===== config.mk =====
export PLATFORM = sky130hd
export DESIGN_NAME = alu_serial_sequencer
export DESIGN_NICKNAME = d
export VERILOG_FILES = /design/src/rtl/alu_serial_pkg.sv /design/src/rtl/alu_serial_sequencer.sv
export SDC_FILE = /design/constraint.sdc
export NUM_CORES = 1
export LEC_CHECK = 0
export CAP_MARGIN = 20
export CORE_ASPECT_RATIO = 0.7
export CORE_MARGIN = 2
export CORE_UTILIZATION = 52
export DETAILED_ROUTE_END_ITERATION = 16
export GPL_TIMING_DRIVEN = 0
export PLACE_DENSITY = 0.79
export SETUP_SLACK_MARGIN = 0.2
export SYNTH_ARGS = -nofsm -noshare
export SYNTH_HDL_FRONTEND = slang
export SYNTH_SLANG_ARGS = --single-unit

===== constraint.sdc =====
create_clock -name clk_i -period 6.75 [get_ports clk_i]
set_input_delay 1.6875 -clock clk_i [delete_from_list [all_inputs] [get_ports clk_i]]
set_output_delay 1.6875 -clock clk_i [all_outputs]
set_load 0.01 [all_outputs]

===== src/rtl/alu_serial_pkg.sv =====
// Shared definitions for the bit-serial ALU sequencer.
//   - 3-bit ALU command codes as issued by the CPU datapath.
//   - FSM state encoding of the sequencer.
//   - slice_cmd(): maps a latched command onto what the bit slice must execute.
package alu_serial_pkg;

  localparam logic [2:0] ADD_ALU  = 3'd0;
  localparam logic [2:0] SUB_ALU  = 3'd1;
  localparam logic [2:0] XOR_ALU  = 3'd2;
  localparam logic [2:0] SLT_ALU  = 3'd3;
  localparam logic [2:0] AND_ALU  = 3'd4;
  localparam logic [2:0] NAND_ALU = 3'd5;
  localparam logic [2:0] NOR_ALU  = 3'd6;
  localparam logic [2:0] OR_ALU   = 3'd7;

  localparam logic [1:0] IDLE = 2'd0;
  localparam logic [1:0] RUN  = 2'd1;
  localparam logic [1:0] DONE = 2'd2;

  // SLT is a subtraction in the slice; the compare is resolved at finalize.
  function automatic logic [2:0] slice_cmd(input logic [2:0] cmd);
    return (cmd == SLT_ALU) ? SUB_ALU : cmd;
  endfunction

endpackage


===== src/rtl/alu_serial_sequencer.sv =====
// Bit-serial ALU sequencer: evaluates a WIDTH-bit ALU command on one external 1-bit slice,
// LSB first, one bit per clock, then derives SLT and the status flags.
//
// Optional feature macro: ALU_SERIAL_FLAGS_EN. When undefined, carryout_o, overflow_o and
// zero_o are tied to 0 (SLT still uses the internal subtraction overflow).
//
// Ports:
//   clk_i, reset_i (async, active-high)
//   start_i, command_i[2:0], operand_a_i, operand_b_i  - request side (start sampled in IDLE)
//   busy_o, done_o (1-cycle pulse), result_o, carryout_o, overflow_o, zero_o
//   slice_control_o[2:0], slice_a_o, slice_b_o, slice_carryin_o - drive to the bit slice
//   slice_sum_i, slice_carryout_i                                 - combinational slice outputs
module alu_serial_sequencer
  import alu_serial_pkg::*;
#(
  parameter int unsigned WIDTH = 32
) (
  input  logic             clk_i,
  input  logic             reset_i,
  input  logic             start_i,
  input  logic [2:0]       command_i,
  input  logic [WIDTH-1:0] operand_a_i,
  input  logic [WIDTH-1:0] operand_b_i,
  output logic             busy_o,
  output logic             done_o,
  output logic [WIDTH-1:0] result_o,
  output logic             carryout_o,
  output logic             overflow_o,
  output logic             zero_o,
  output logic [2:0]       slice_control_o,
  output logic             slice_a_o,
  output logic             slice_b_o,
  output logic             slice_carryin_o,
  input  logic             slice_sum_i,
  input  logic             slice_carryout_i
);

  localparam int unsigned CntW = $clog2(WIDTH);
  localparam logic [CntW-1:0] LastBit = CntW'(WIDTH - 1);

  logic [1:0]       state_q, state_d;
  logic [2:0]       cmd_q, cmd_d;
  logic [WIDTH-1:0] a_sh_q, a_sh_d;
  logic [WIDTH-1:0] b_sh_q, b_sh_d;
  logic [WIDTH-1:0] res_sh_q, res_sh_d;
  logic             carry_q, carry_d;
  logic [CntW-1:0]  cnt_q, cnt_d;
  logic [WIDTH-1:0] result_q, result_d;
  logic             carryout_q, carryout_d;
  logic             overflow_q, overflow_d;
  logic             zero_q, zero_d;

  logic             ovf_sub;
  logic [WIDTH-1:0] res_shifted;
  logic [WIDTH-1:0] fin_res;
  logic             fin_co, fin_ov;

  // Values as they stand once the MSB is captured on this edge.
  assign res_shifted = {slice_sum_i, res_sh_q[WIDTH-1:1]};
  // carry_q is the carry into the MSB during the last RUN cycle.
  assign ovf_sub     = carry_q ^ slice_carryout_i;

  always_comb begin
    fin_res = res_shifted;
    fin_co  = 1'b0;
    fin_ov  = 1'b0;
    unique case (cmd_q)
      ADD_ALU, SUB_ALU: begin
        fin_co = slice_carryout_i;
        fin_ov = ovf_sub;
      end
      // Sign of (a-b) corrected by overflow gives the true signed compare.
      SLT_ALU: fin_res = {{(WIDTH-1){1'b0}}, slice_sum_i ^ ovf_sub};
      default: ;
    endcase
  end

  always_comb begin
    state_d    = state_q;
    cmd_d      = cmd_q;
    a_sh_d     = a_sh_q;
    b_sh_d     = b_sh_q;
    res_sh_d   = res_sh_q;
    carry_d    = carry_q;
    cnt_d      = cnt_q;
    result_d   = result_q;
    carryout_d = carryout_q;
    overflow_d = overflow_q;
    zero_d     = zero_q;
    case (state_q)
      IDLE: begin
        if (start_i) begin
          state_d  = RUN;
          cmd_d    = command_i;
          a_sh_d   = operand_a_i;
          b_sh_d   = operand_b_i;
          res_sh_d = '0;
          cnt_d    = '0;
          carry_d  = (command_i == SUB_ALU) || (command_i == SLT_ALU);
        end
      end
      RUN: begin
        a_sh_d   = a_sh_q >> 1;
        b_sh_d   = b_sh_q >> 1;
        res_sh_d = res_shifted;
        carry_d  = slice_carryout_i;
        cnt_d    = cnt_q + CntW'(1);
        if (cnt_q == LastBit) begin
          state_d  = DONE;
          cnt_d    = '0;
          result_d = fin_res;
`ifdef ALU_SERIAL_FLAGS_EN
          carryout_d = fin_co;
          overflow_d = fin_ov;
          zero_d     = (fin_res == '0);
`else
          carryout_d = 1'b0;
          overflow_d = 1'b0;
          zero_d     = 1'b0;
`endif
        end
      end
      DONE:    state_d = IDLE;
      default: state_d = IDLE;
    endcase
  end

  always_ff @(posedge clk_i or posedge reset_i) begin
    if (reset_i) begin
      state_q    <= IDLE;
      cmd_q      <= '0;
      a_sh_q     <= '0;
      b_sh_q     <= '0;
      res_sh_q   <= '0;
      carry_q    <= 1'b0;
      cnt_q      <= '0;
      result_q   <= '0;
      carryout_q <= 1'b0;
      overflow_q <= 1'b0;
      zero_q     <= 1'b0;
    end else begin
      state_q    <= state_d;
      cmd_q      <= cmd_d;
      a_sh_q     <= a_sh_d;
      b_sh_q     <= b_sh_d;
      res_sh_q   <= res_sh_d;
      carry_q    <= carry_d;
      cnt_q      <= cnt_d;
      result_q   <= result_d;
      carryout_q <= carryout_d;
      overflow_q <= overflow_d;
      zero_q     <= zero_d;
    end
  end

  logic running;
  assign running = (state_q == RUN);

  assign busy_o          = running;
  assign done_o          = (state_q == DONE);
  assign result_o        = result_q;
  assign carryout_o      = carryout_q;
  assign overflow_o      = overflow_q;
  assign zero_o          = zero_q;
  assign slice_control_o = running ? slice_cmd(cmd_q) : 3'd0;
  assign slice_a_o       = running & a_sh_q[0];
  assign slice_b_o       = running & b_sh_q[0];
  assign slice_carryin_o = running & carry_q;

endmodule


==> flow_summary.json <==
{
  "place_inst": 746,
  "antenna_found_initial": 0,
  "worstSetupStartpointType": "register",
  "synth_edf_count": 0,
  "fin_hold_ws_ps": 474,
  "max_slew_margin": 0.588,
  "power.density_nw_per_um2": 442,
  "yosys.area.top_type": "dfrtp_1",
  "dp.final_hpwl_um": 9160,
  "timing.final.crit_share": 0.592,
  "crit_required_ps": 5060,
  "worstReg2RegStart": "cnt_q[0]",
  "place_congestion": 0.801,
  "dieWidth_um": 130,
  "rsz0062_at_grt": "false",
  "clock-sinks": 138,
  "cts-root-buf": "clkbuf_16",
  "ys_seq_area_frac": 0.594,
  "asyncSetResetFlopFracSynth": 1.00,
  "cts_hold_buf": 0,
  "dr.pass1.iters": 4,
  "timing.rr.end": "result_o[6]",
  "core-area_um2": 11000,
  "synth_area_um2": 5820,
  "status": "finished clean",
  "synth_cells": 479,
  "chipHeight_um": 92.5,
  "fmax_ghz": 0.250,
  "fin_crit_ps": 3990,
  "tns_ps": 0,
  "drive_above_1_share": 0.118,
  "ff2ff_setup_slack_ps": 4610,
  "drt_iter0_markers": 265,
  "num_rows": 32,
  "drt-vias-per-instance": 5.46,
  "clockBufferDepth": 2,
  "p_leak_nw": 3.59,
  "worst_setup_path_end_kind": "output port",
  "clkTransAtPathRegs_ps": 60,
  "grt_max_degree": 79,
  "wl_um": 13500,
  "max_cap_viol_count": 0,
  "pre_cts_ws_ps": 3180,
  "cts_setup_buffers": 0,
  "grt_usage": 0.233,
  "synthTopCellsByArea": "dfrtp_1 (59%), mux2i_1 (11%), a22o_1 (9.8%)",
  "synth.avg_cell_area_um2": 12.1,
  "synth_top_area_frac": 0.594,
  "h-tree-depth": 4,
  "finalHoldViolCount": 0,
  "grt_pass1_wl_um": 21600,
  "num_vias": 4248,
  "criticalPathCategory": "register to output port",
  "worst_pin_slew_ps": 618,
  "ys_types": 37,
  "insertion_delay_ps": 410,
  "tritoncts": "yes",
  "dpl-instance-area_um2": 7160,
  "cts_inserted_buffers": 17,
  "grt_pass1_vias": 4259,
  "irDropWorstVdd_v": 0.000237,
  "worstHoldEndpoint": "b_sh_q[0]",
  "dieArea_um2": 12100,
  "hp-class": "register to register",
  "setup_viol": 0,
  "ys_top_cells_by_count": "dfrtp_1 (138), nand2_1 (66), a22o_1 (65)",
  "rr_worst_depth": 6,
  "min_path_cells": 2,
  "port_buffers": 111,
  "cts_resized": 0,
  "fin_nets": 686,
  "overflow": 0,
  "drc_errors": 0,
  "synth_ff_type": "dfrtp_1",
  "diodes": 0,
  "hold_path_startpoint": "b_sh_q[0]",
  "io_pins": 115,
  "fin_skew_ps": 7.28,
  "yosys_warnings": 0,
  "synth_most_common_cell": "dfrtp_1",
  "area_delta_synth_final_pct": 33.7,
  "slew_violations": 0,
  "ant_nets": 0,
  "critPathArrivalTime_ps": 2310,
  "layoutNonFillerInstCount": 778,
  "wl_per_cell_um": 17.3,
  "path_max_fanout": 10,
  "ys_seq_elements": 138,
  "initial_utilization": 0.530,
  "fin_area_um2": 7770,
  "postLayoutSetupSlackWorst_ps": 2760
}
how the worst max path moves through the flow:
stage	startpoint	cells after the start	endpoint
detailed placement	state_q[0]	8	slice_control_o[0]
global route	state_q[0]	8	slice_control_o[0]
finish	state_q[0]	8	slice_control_o[0]
global placement	reset_i	2	result_o[25]
floorplan	reset_i	1	a_sh_q[0]
CTS	state_q[0]	8	slice_control_o[0]
sequential cells by signal, indices dropped and copies added (netlist names):
name / flops
a_sh_q: 32
b_sh_q: 32
result_o: 32
res_sh_q: 31
cnt_q: 5
cmd_q: 3
state_q: 2
carry_q: 1
logic make-up (layout without fill, tap and decap cells):
| group | Yosys count | in the layout | synth area share |
|---|---|---|---|
| AO/OA/AOI/OAI | 139 | 139 | 0.164 |
| adder cells (fa/ha/maj) | 2 | 2 | 0.00430 |
| flip-flops | 138 | 138 | 0.594 |
| AND/OR/NAND/NOR | 84 | 84 | 0.0658 |
| buffers and inverters | 46 | 190 | 0.0495 |
| multiplexers | 67 | 67 | 0.116 |
| other | 1 | 3 | 0.000645 |
| XOR/XNOR | 2 | 2 | 0.00559 |
report_power, final:
part           switching (mW)  leakage (nW)  internal [mW]  total [mW]
Sequential              0.226          1.78           1.17        1.39
Clock                   0.376         0.299          0.588       0.965
Combinational           0.482          1.51          0.595        1.08
Total                    1.08          3.59           2.35        3.44
cell type report:
class	instances	area (um^2)
flip-flops and latches	138	3450
fillers	793	3200
multi-input cells	297	2080
repair buffers	112	1140
clock buffers	17	425
plain buffers	40	260
well taps	153	191
clock inverters	15	190
inverters	6	32.5
worst max-delay path: stages, from the launching register on:
cell	delay [ps]
dfrtp_1	340
buf_6	140
nand2b_2	60
buf_6	140
inv_6	60
buf_8	150
buf_2	250
and2_1	160
clkdlybuf4s50_1	580
placed cells by master (no fill, tap or decap), types with 3 or more instances in the layout:
cell             instances
and2_1                   4
o21ai_1                 11
buf_4                    6
bufinv_16                3
dfrtp_1                138
inv_6                    6
mux2_2                   4
nand2_1                 66
buf_2                   18
a22o_1                  65
clkdlybuf4s50_1        111
inv_1                    4
buf_6                    5
clkinv_4                 6
mux2i_1                 63
conb_1                   3
clkbuf_1                 9
o21ai_0                 56
clkbuf_16               17
through the flow:
step | utilization | total power [mW]
after detailed placement | 0.653 | 2.48
after global routing | 0.709 | 3.62
final | 0.709 | 3.44
after CTS | 0.709 | 3.46
after global placement | 0.650 | 2.41
after floorplan | - | 2.04
routing by layer:
metal / vias up / part of all wire / track usage
li1: 1986 / - / -
met1: 2147 / 0.47 / 0.342
met2: 101 / 0.47 / 0.353
met3: 14 / 0.048 / 0.0549
met4: 0 / 0.011 / 0.0629
met5: - / 0 / 0
Power figures use the tool's default switching activity.
==> patch 1, RTL diff (config.mk and constraints unchanged) <==
The parameter `WIDTH` goes from 32 to 64.
--- a/src/rtl/alu_serial_sequencer.sv
+++ b/src/rtl/alu_serial_sequencer.sv
@@ -14,5 +14,5 @@
   import alu_serial_pkg::*;
 #(
-  parameter int unsigned WIDTH = 32
+  parameter int unsigned WIDTH = 64
 ) (
   input  logic             clk_i,
Ports: changed (resized operand_a_i, operand_b_i and result_o); port bits go from 115 to 211. No check against the original RTL was run, so the function may have changed too.
==> patch 1 against the unedited design <==
- register-to-register slack improved by 0.30 ns
- largest cell class unchanged
- cell area increased by 94%
- wire length increased by 100%
- critical path depth decreased by 1
- area after synthesis increased by 100%
- synthesized cell count increased by 120%
- sequential cell count increased by 129
- clock power increased by 51%
- worst setup slack got worse by 0.22 ns
- worst hold slack got worse by 0.00090 ns
- power increased by 56%
- largest power group unchanged
- sequential share of layout area decreased by 0.20 points
==> patch 1: results (changes against the unedited design) <==
layout net count 1413 (+110%); dpl cells 1530 (+110%); grt met1 use 36.4% (+2.2 points); Post-Synth Adder-Cell Area 0.107% (-0.32 points); M3 GR Usage 4.55% (-0.94 points); largest stage delay on the critical path 0.53 ns (-0.05 ns); CTS H-Tree Depth 1 (-3); Via density 5.33 (-2.4%); area fraction in compound gates after synthesis 11.2% (-5.3 points); vias in the first global route 8387 (+97%); clock slew at reported path FFs 0.06 ns (about the same); status finished, final reports clean; GRT Total Usage 23.2% (-0.098 points); Initial DRC Count 504 (+90%); Routed wire per std cell 17.2 microns (-0.42%); GPL Wtd Cong 0.814 (+1.6%); Worst-Skew Late Latency 0.52 ns (+0.11 ns); post-synthesis sequential area ratio 57.2% (-2.2 points); Post-CTS Resized 0 (unchanged); DR WL met2 11.8 mm (+86%); DR pass1 iterations 5 (+1); met2 Use GR 34.4% (-0.94 points); Place WS 3.04 ns (-0.133 ns); post-synthesis xor/xnor area fraction 0.278% (-0.28 points); Peak VDD IR 0.000241 V (+1.6%); Register Area 6680 sq um (+93%); leakage power 6.51 nW (+81%); initial antenna violation count 3 (+3); post-synthesis mux area share 16.7% (+5.1 points); Psw 1.63 mW (+50%); Cells after Synth 1033 (+120%); metal3 WL 1.57 mm (+140%); pin count of the biggest net entering global routing 44 (-44%); DP Wirelength 19.3 mm (+110%); TritonCTS Buffers 26 (+9); uppermost routed layer met5; fraction of layout cells with a size suffix above 1 9.19% (-2.7 points); skew final 0.00987 ns (+0.00259 ns); met1 wire length 13.4 mm (+110%); Netlist cell types 38 (+2.7%); global-route wire length before repair 44.3 mm (+110%); CP arrival 2.53 ns (+0.22 ns); placed standard-cell area 14200 sq um (+99%); Seq power 2.50 mW (+80%); Post-synth top cells dfrtp_1, nand2_1, mux2i_1; Bufs on Longest Clock Path 3 (+1); clock share of power 27.2% (-0.9 points); Root Driver clkbuf_16; Port Buffers 207 (+86%); Power Dens Cells 355 nW/um^2 (-20%); FILL cells 1615 (+100%); Area contributors post-synth dfrtp_1, mux2i_1, nand2_1; worst slew pin tran 0.827 ns (+0.210 ns); vias 8407 (+98%); Post-Route Setup TNS 0 ns (unchanged)
patch 1: cell types whose count changed after synthesis, moves of 3 or more:
cell      delta
inv_1       +61
buf_6        +6
o21ai_0     +76
buf_1        +3
nand3_1      +3
o21ai_1     -11
clkbuf_1     +6
nand2_1    +132
buf_12       +4
mux2i_1    +126
dfrtp_1    +129
buf_4       +17
patch 1: final cells by class:
type	instances	area share [%]
clock inverter	10	0.555
timing repair buffer	213	14.5
sequential	267	44.2
inverter	67	1.69
buffer	76	3.70
tap	282	2.34
antenna	1	0.0166
multi-input combinational	625	27.8
clock buffer	37	5.18
patch 1: worst paths after layout:
kind,from,to,slack [ns],cells past startpoint
worst min-delay path,a_sh_q[0],a_sh_q[0],0.47,2
max in group asynchronous,reset_i,a_sh_q[23],3.85,5
min in group asynchronous,reset_i,b_sh_q[12],1.67,2
worst max-delay path,state_q[1],slice_control_o[1],2.53,7
worst min register to register,a_sh_q[0],a_sh_q[0],0.47,2
worst max register to register,state_q[0],a_sh_q[57],4.91,6
==> patch 2, RTL diff (config.mk and constraints unchanged) <==
Without the edit above. Put a register stage on the outputs `busy_o`, `done_o`, `slice_control_o`, `slice_a_o`, `slice_b_o` and `slice_carryin_o`, without a reset. The values now appear one clock later. The other outputs are not delayed to match. Comments in the files are not updated.
--- a/src/rtl/alu_serial_sequencer.sv
+++ b/src/rtl/alu_serial_sequencer.sv
@@ -157,14 +157,16 @@
   assign running = (state_q == RUN);
 
-  assign busy_o          = running;
-  assign done_o          = (state_q == DONE);
   assign result_o        = result_q;
   assign carryout_o      = carryout_q;
   assign overflow_o      = overflow_q;
   assign zero_o          = zero_q;
-  assign slice_control_o = running ? slice_cmd(cmd_q) : 3'd0;
-  assign slice_a_o       = running & a_sh_q[0];
-  assign slice_b_o       = running & b_sh_q[0];
-  assign slice_carryin_o = running & carry_q;
+  always_ff @(posedge clk_i) begin
+    busy_o          <= running;
+    done_o          <= (state_q == DONE);
+    slice_control_o <= running ? slice_cmd(cmd_q) : 3'd0;
+    slice_a_o       <= running & a_sh_q[0];
+    slice_b_o       <= running & b_sh_q[0];
+    slice_carryin_o <= running & carry_q;
+  end
 
 endmodule
Function: changed (Yosys sat finds a counterexample within 4 cycles, from zero or initial values and one cycle with reset_i high).
==> patch 2 against the unedited design <==
- sequential cell count rose by 8
- non-clock buffer count is 1 lower
- first-iteration DRC count is 20% lower
- maximum frequency increased by 32%
- final cell count is 1.0% higher
- wire length down 1.2%
- power grew 1.8%
- area after synthesis increased by 4.2%
- cell area rose by 2.7%
- critical path depth fell by 7
- worst setup slack better by 0.97 ns
==> patch 2: results (changes against the unedited design) <==
status finished, final reports clean; final std cells w/o fill 786 (+1.0%); share of flip-flops with an asynchronous set or reset 94.5% (-5.5 points); Seq power 1.46 mW (+5%); Max-slew headroom 64.9% (+6.1 points); worst-path maximum fanout 2 (-8); vias in the first global route 4279 (+0.47%); dpl cells 754 (+1.1%); final core occ 71.5% (+0.62 points); Post-CTS Resized 0 (unchanged); vias 4192 (-1.3%); post-synthesis sequential area ratio 59.6% (+0.24 points); DP Wirelength 9.17 mm (+0.13%); post-synthesis xor/xnor area fraction 0.537% (-0.023 points); fraction of layout cells with a size suffix above 1 11.8% (about the same); Port Buffers 111 (unchanged); Netlist cell types 36 (-2.7%); GPL Wtd Cong 0.776 (-3.1%); clkbuf count 21 (+4); Mapped Avg Cell Area 12.4 sq um (+2.5%); n_diodes 0 (unchanged); Core Region 11200 sq um (+1.8%); number of sequential cells 146 (+5.8%); Signal buf overhead 18.2% (+0.24 points); Clock-cell share 7.28% (-0.63 points); global-route wire length before repair 22.0 mm (+1.9%); Gate power share 31.8% (+0.5 points); Setup Fix Bufs, Post-CTS 0 (unchanged); Int Pwr 2.41 mW (+2.5%); FILL cells 749 (-5.5%); placed standard-cell area 7400 sq um (+3.4%); final wirelength 13.3 mm (-1.2%); pin count of the biggest net entering global routing 83 (+5.1%); Power Dens Cells 438 nW/um^2 (-0.90%); Worst-Skew Late Latency 0.41 ns (about the same); layout net count 694 (+1.2%); inverter count 5 (-1); Place WS 3.45 ns (+0.279 ns); Post-Synth Adder-Cell Area 0.413% (-0.017 points); Initial DRC Count 211 (-20%); area fraction in compound gates after synthesis 16.0% (-0.44 points); synth warn 0 (unchanged); leakage power 3.67 nW (+2.3%); Peak VDD IR 0.000302 V (+27%); Register Area 3610 sq um (+4.6%); GRT Total Usage 22.7% (-0.67 points); multi-input gates 299 (+0.67%); post-synthesis mux area share 11.1% (-0.47 points); skew final 0.00853 ns (+0.00125 ns); Post-synth top cells dfrtp_1, nand2_1, a22o_1; Area contributors post-synth dfrtp_1, mux2i_1, a22o_1; Non-clk bufs 151 (-0.66%)
patch 2: final timing paths:
path,startpoint,endpoint,slack [ns],cells after the start
max,result_o[19],result_o[19],3.72,1
min,a_sh_q[0],slice_a_o,0.48,1
max reg2reg,cnt_q[0],result_o[4],4.90,6
min reg2reg,a_sh_q[0],slice_a_o,0.48,1
max in group asynchronous,reset_i,cmd_q[0],4.25,3
min in group asynchronous,reset_i,result_o[8],1.71,2
patch 2: metal layers:
layer  vias to the layer above  GRT usage, %  share of wire [%]
met5                         -             0                  0
met3                        14          5.64                4.5
met4                         0          7.97                1.4
met1                      2063          32.2                 50
li1                       2010             -                  -
met2                       105          34.4                 44
patch 2: logic make-up after synthesis:
logic type | Yosys count
DFF | 146
xor gates and xnor gates | 2
AOI/OAI and AO/OA | 139
muxes | 67
buffers and inverters | 44
adders and majority gates | 2
other | 1
and+or+nand+nor | 86
